### src/rtl/model_pkg.sv
// model_pkg: shared constants and helpers for the input conditioner.
//   SYNC_STAGES_DEF   - default synchroniser depth
//   STABLE_CYCLES_DEF - default debounce length
//   cnt_width()       - debounce counter width, clog2(n+1) with a floor of 1
`timescale 1ns/1ps
package model_pkg;

   localparam int SYNC_STAGES_DEF   = 2;
   localparam int STABLE_CYCLES_DEF = 4;

   function automatic int cnt_width(input int stable_cycles);
      int w;
      w = $clog2(stable_cycles + 1);
      return (w < 1) ? 1 : w;
   endfunction

endpackage

### src/rtl/model_sync.sv
// model_sync: plain shift chain forming the back end of the synchroniser.
//   clk   - rising-edge clock
//   rst_n - async active-low reset, clears every stage
//   d     - input from the capture flop
//   q     - output of the last stage
`timescale 1ns/1ps
module model_sync #(
   parameter int STAGES = 1
) (
   input  logic clk,
   input  logic rst_n,
   input  logic d,
   output logic q
);

   logic [STAGES-1:0] sh_q;

   always_ff @(posedge clk or negedge rst_n) begin
      if (!rst_n) begin
         sh_q <= '0;
      end else begin
         sh_q[0] <= d;
         for (int i = 1; i < STAGES; i++) sh_q[i] <= sh_q[i-1];
      end
   end

   assign q = sh_q[STAGES-1];

endmodule

### src/rtl/model.sv
// model: single-bit input conditioner (X/Z scrub, synchronise, debounce).
//   clk          - rising-edge clock
//   rst_n        - async active-low reset
//   in           - raw input, may carry 0/1/X/Z
//   out          - clean, synchronised, debounced level
//   rise / fall  - one-cycle pulses coincident with out changing
//   in_invalid   - high the cycle after an edge that sampled X/Z
//   invalid_seen - sticky X/Z flag, cleared only by reset
`timescale 1ns/1ps
module model
   import model_pkg::*;
#(
   parameter int SYNC_STAGES   = SYNC_STAGES_DEF,
   parameter int STABLE_CYCLES = STABLE_CYCLES_DEF
) (
   input  logic clk,
   input  logic rst_n,
   input  logic in,
   output logic out,
   output logic rise,
   output logic fall,
   output logic in_invalid,
   output logic invalid_seen
);

   localparam int               CNT_W    = cnt_width(STABLE_CYCLES);
   localparam logic [CNT_W-1:0] CNT_LAST = CNT_W'(STABLE_CYCLES - 1);

   logic             stage1_q, stage1_d;
   logic             cand;
   logic [CNT_W-1:0] cnt_q, cnt_d;
   logic             out_q, out_d;
   logic             rise_q, fall_q;
   logic             inv_q, seen_q;
   logic             in_valid;

   // 4-state compare: X/Z fails both tests in simulation; synthesis sees
   // a 2-state input and folds this to constant 1.
   assign in_valid = (in === 1'b0) || (in === 1'b1);

   // X/Z freezes the capture flop so the last valid level is kept.
   assign stage1_d = in_valid ? in : stage1_q;

   model_sync #(
      .STAGES (SYNC_STAGES - 1)
   ) u_sync (
      .clk   (clk),
      .rst_n (rst_n),
      .d     (stage1_q),
      .q     (cand)
   );

   always_comb begin
      cnt_d = '0;
      out_d = out_q;
      if (cand != out_q) begin
         if (cnt_q == CNT_LAST) out_d = cand;
         else                   cnt_d = cnt_q + 1'b1;
      end
   end

   always_ff @(posedge clk or negedge rst_n) begin
      if (!rst_n) begin
         stage1_q <= 1'b0;
         cnt_q    <= '0;
         out_q    <= 1'b0;
         rise_q   <= 1'b0;
         fall_q   <= 1'b0;
         inv_q    <= 1'b0;
         seen_q   <= 1'b0;
      end else begin
         stage1_q <= stage1_d;
         cnt_q    <= cnt_d;
         out_q    <= out_d;
         // Pulses are registered alongside out so they line up with it.
         rise_q   <= out_d & ~out_q;
         fall_q   <= ~out_d & out_q;
         inv_q    <= ~in_valid;
         seen_q   <= seen_q | ~in_valid;
      end
   end

   assign out          = out_q;
   assign rise         = rise_q;
   assign fall         = fall_q;
   assign in_invalid   = inv_q;
   assign invalid_seen = seen_q;

endmodule

### config.mk
export PLATFORM = sky130hd
export DESIGN_NAME = model
export DESIGN_NICKNAME = d
export VERILOG_FILES = /design/src/rtl/model_pkg.sv /design/src/rtl/model_sync.sv /design/src/rtl/model.sv
export SDC_FILE = /design/constraint.sdc
export NUM_CORES = 1
export LEC_CHECK = 0
export ABC_AREA = 0
export BUFFER_PORTS_ARGS = -buffer_cell sky130_fd_sc_hd__buf_4
export CORE_AREA = 5 5 42 44
export DETAILED_ROUTE_END_ITERATION = 16
export DIE_AREA = 0 0 47 49
export SLEW_MARGIN = 10
export SYNTH_ARGS = -nofsm -noshare
export SYNTH_HDL_FRONTEND = slang
export SYNTH_SLANG_ARGS = --single-unit
### constraint.sdc
create_clock -name clk -period 1.5 [get_ports clk]
set_input_delay 0.15 -clock clk [delete_from_list [all_inputs] [get_ports clk]]
set_output_delay 0.15 -clock clk [all_outputs]
set_load 0.05 [all_outputs]
Word-level counts from Yosys, hierarchy flattened

Cells that the tools add are included.
W data, S select, Z words.

Flip-flop bits (word level): 10
Input bits: 3

Add/subtract/negate cells: 1
Equal/unequal tests: 4
Muxes and demuxes: 4
Bitwise logic cells: 6
Reduce and logical (&&, ||, !) cells: 1

Operators by type and width:

| cell                  | number |
|---|---|
| $mux W3               | 2 |
| $add A3 B1 Y3 const B | 1 |
| $eq A3 B2 Y1 const B  | 1 |
| $not A1 Y1            | 3 |
| $and A1 B1 Y1         | 2 |
| $eqx A1 B1 Y1 const B | 2 |
| $mux W1               | 2 |
| $logic_or A1 B1 Y1    | 1 |
| $ne A1 B1 Y1          | 1 |
| $or A1 B1 Y1          | 1 |

Depth between registers and ports, before layout

Word-level depth: 5
Mapped depth: 3
Mapped depth without buffers: 3

By module

Synthesis repeated with hierarchy kept, for this count alone.

Cells, all modules: 20
Area, all modules: 301.5 um^2

By module, submodules not included:

| module     | times used | cells each | area an instance (um^2) | sequential area each (um^2) |
|---|---|---|---|---|
| model      | 1          | 19         | 276.5                   | 175.2 |
| model_sync | 1          | 1          | 25.0                    | 25.0 |

Worst setup path before layout

Ideal clock, no wire load.

Path kind: reg-to-reg
Start point: reg cnt_q[0]
End point: reg out_q, in the netlist out
Library setup time: 0.128 ns
Arrival time: 0.975 ns
Required time: 1.372 ns
Path slack: 0.398 ns
Stages on the path, launching flop included: 4
Buffers on the path: 0
Path through: dfrtp_1 -> ha_1 -> nand2b_4 -> mux2_1

Longest elaborated chain between the ends: 3

Ends and longest elaborated chain:

| what                   | line        | text |
|---|---|---|
| start, declared        | model.sv:31 | `logic [CNT_W-1:0] cnt_q, cnt_d;` |
| start signal, assigned | model.sv:73 | `cnt_q <= cnt_d;` |
| $eq A3 B2 Y1           | model.sv:57 | `if (cnt_q == CNT_LAST) out_d = cand;` |
| $mux W1                | model.sv:57 |  |
| $mux W1                | model.sv:56 | `if (cand != out_q) begin` |
| via out_d              | model.sv:32 | `logic out_q, out_d;` |
| end signal, assigned   | model.sv:74 | `out_q <= out_d;` |
| end, declared          | model.sv:32 |  |

The timed path passes the listed nets, and every way through them passes these cells.
A chain may end at the register's enable or synchronous reset.

Worst setup path in the final report

Same ends and word-level chain as after synthesis.

==> impl_metrics.toml <==
[power_and_ir_drop]
power-per-cell-area_nw_per_um2 = 1680
fin_total_pwr_uw = 654
irDropWorstVdd_v = 0.000697
power_leakage_nw = 0.182

[finish]
layout.cells.most_common = "sky130_fd_sc_hd__dfrtp_1"
insertedDiodeCount = 0
finalInstanceArea_um2 = 390
final_core_util_pct = 27.9
layout-drive-gt1-share_pct = 31.0
fillCellCount = 153
final_nets = 35
final-instance-count-excl-fill = 45
layout-area-overhead-vs-synth_pct = 29.5
most-common-layout-cells = "sky130_fd_sc_hd__dfrtp_1 (8), sky130_fd_sc_hd__buf_4 (5), sky130_fd_sc_hd__nor3b_1 (4)"

[floorplan]
floorplan.initialDensity_pct = 21.5
std_cell_rows = 14
die_height_um = 49
design.die.area_um2 = 2300
core_um2 = 1400
die_width_um = 47
io_pins = 8

[timing]
final.setup.tns_ns = 0
max_clock_freq_mhz = 855
skew_ns = 0.00338
worst_hold_slack_ns = 0.257
worst_slack_setup_final_ns = 0.330
setup_repair_after_global_routing_missed_its_margin = "false"
timing_hold_violations_final = 0
finalSetupViolations = 0
maxSlewViolCount = 0
final_min_period_over_clock_period_pct = 78.0
min_period_ns = 1.17

[clock_tree]
cts_buffer_depth = 2
cts_num_sinks = 8
h-tree-depth = 1
cts_setup_buffers = 0
cts_root_buffer = "sky130_fd_sc_hd__clkbuf_4"
cts_inserted_buffers = 3
clkTransAtPathRegs_ns = 0.06
worstSkewPairLatency_ns = 0.25
tritoncts_clock_tree = "yes"

[outcome]
outcome = "finished, final reports clean"

[grt]
first_global_vias = 220
number_of_antenna_violations_at_the_first_check_in_global_routing = 0
grt_overflow_total = 0
globalRouteTotalUtil_pct = 5.82
grt_first_pass_wirelength_um = 924
grt_start_max_net_pins = 9

[worst_setup_path]
endpoint_kind = "register"
critical_path.startpoint_type = "register"
critical-path-slowest-cell = "sky130_fd_sc_hd__dfrtp_1"
cp.arrival_ns = 1.30
worst_ep_required_time_ns = 1.63
critical-path-top-delay-family = "flip-flops"
critPathMaxStageDelay_ns = 0.38
crit_buf_inv = 0
cp_cell_sequence = "ha_1, nand2b_4, mux2_1"
path_class = "reg -> reg"
critical_path_peak_fanout = 4

[routing]
postRouteWirelength_um = 504
vias = 167
drtAntennaViolNets = 0
drt_first_iter_violations = 0
drt_first_pass_iters = 1
detail_route.drc_violations = 0
viasPerCell = 3.71
wl_per_cell_um = 11.2

[placed_design]
buffer_ports.inserted = 5
postPlaceCellArea_um2 = 348
gpl.final_weighted_congestion = 0.760
post-place-ws_ns = 0.340
place_hpwl_um = 349
placedCellCount = 40

[yosys]
synth.avg_cell_area_um2 = 15.1
synth_area_leaders = "sky130_fd_sc_hd__dfrtp_1 (66%), sky130_fd_sc_hd__nor3b_1 (10%), sky130_fd_sc_hd__buf_4 (5.0%)"
netlist.area_leader.share_pct = 66.4
post_synth_instance_area_um2 = 302
synth_seq_cells = 8
synth_largest_area_cell = "sky130_fd_sc_hd__dfrtp_1"
synthDistinctLibCells = 9
netlist_instances = 20
yosysSeqAreaShare_pct = 66.4
ys.warnings.count = 0

[run]
cap_viol_max_count = 0

[min_path]
worst_hold_path_type = "in -> async"
path summary, 6_finish.rpt:
check	startpoint	to	slack, ns	cells past startpoint
hold / removal	rst_n	stage1_q	0.26	2
setup / recovery	cnt_q[0]	out	0.33	3
hold reg to reg	stage1_q	u_sync.q	0.36	0
min in group clk	stage1_q	u_sync.q	0.36	0
setup reg to reg	cnt_q[0]	out	0.33	3
max in group asynchronous	rst_n	cnt_q[1]	1.12	2
worst reg2reg max path, cell delays in order (launching register included):
cell and delay [ns]:
sky130_fd_sc_hd__dfrtp_1 0.38, sky130_fd_sc_hd__ha_1 0.25, sky130_fd_sc_hd__nand2b_4 0.10, sky130_fd_sc_hd__mux2_1 0.32
state kept, by name, summed over array words and instances, names as in the netlist:
name and flops:
cnt_q 3, fall 1, out 1, rise 1
stage1_q 1, u_sync.q 1
area by class of cell:
class,instances,area (um2),share of cell area (%)
clock buffer,3,22.5,5.77
multi-input combinational,11,90.1,23.1
sequential,8,200,51.3
tap,16,20.0,5.13
timing repair buffer,7,57.6,14.7
cells in the mapped netlist:
cell type	instances
sky130_fd_sc_hd__nor2b_1	1
sky130_fd_sc_hd__conb_1	1
sky130_fd_sc_hd__nand2b_4	1
sky130_fd_sc_hd__xnor2_1	1
sky130_fd_sc_hd__nor3b_1	4
sky130_fd_sc_hd__mux2_1	1
sky130_fd_sc_hd__buf_4	2
sky130_fd_sc_hd__ha_1	1
sky130_fd_sc_hd__dfrtp_1	8
repair_timing:
| action | 4_1_cts | 5_1_grt |
|---|---|---|
| hold buffers | 2 | 0 |
| setup endpoints to repair | 0 | 0 |
| gates resized for setup | 0 | 0 |
| endpoints found under the hold margin | 9 | 0 |
metal layers:
layer	track usage, %	vias up	wire, um
met4	4.15	0	0
li1	-	81	-
met3	2.95	0	45
met2	7.69	7	252
met1	7.00	79	206
met5	0	-	0
power breakdown:
part,internal (mW),switching [mW]
clock network,0.0914,0.0707
logic,0.0789,0.124
registers,0.258,0.0307
cell families (layout without fill, tap and decap cells):
kind of cell,count (synthesis),count (layout),synth area share (%)
fa+ha+maj,1,1,4.15
other cells,1,2,1.24
flops,8,8,66.4
buf+inv,2,10,4.98
simple gates,6,6,16.6
mux,1,1,3.73
xor+xnor,1,1,2.91
No activity file was read; power rests on OpenSTA's default activity.
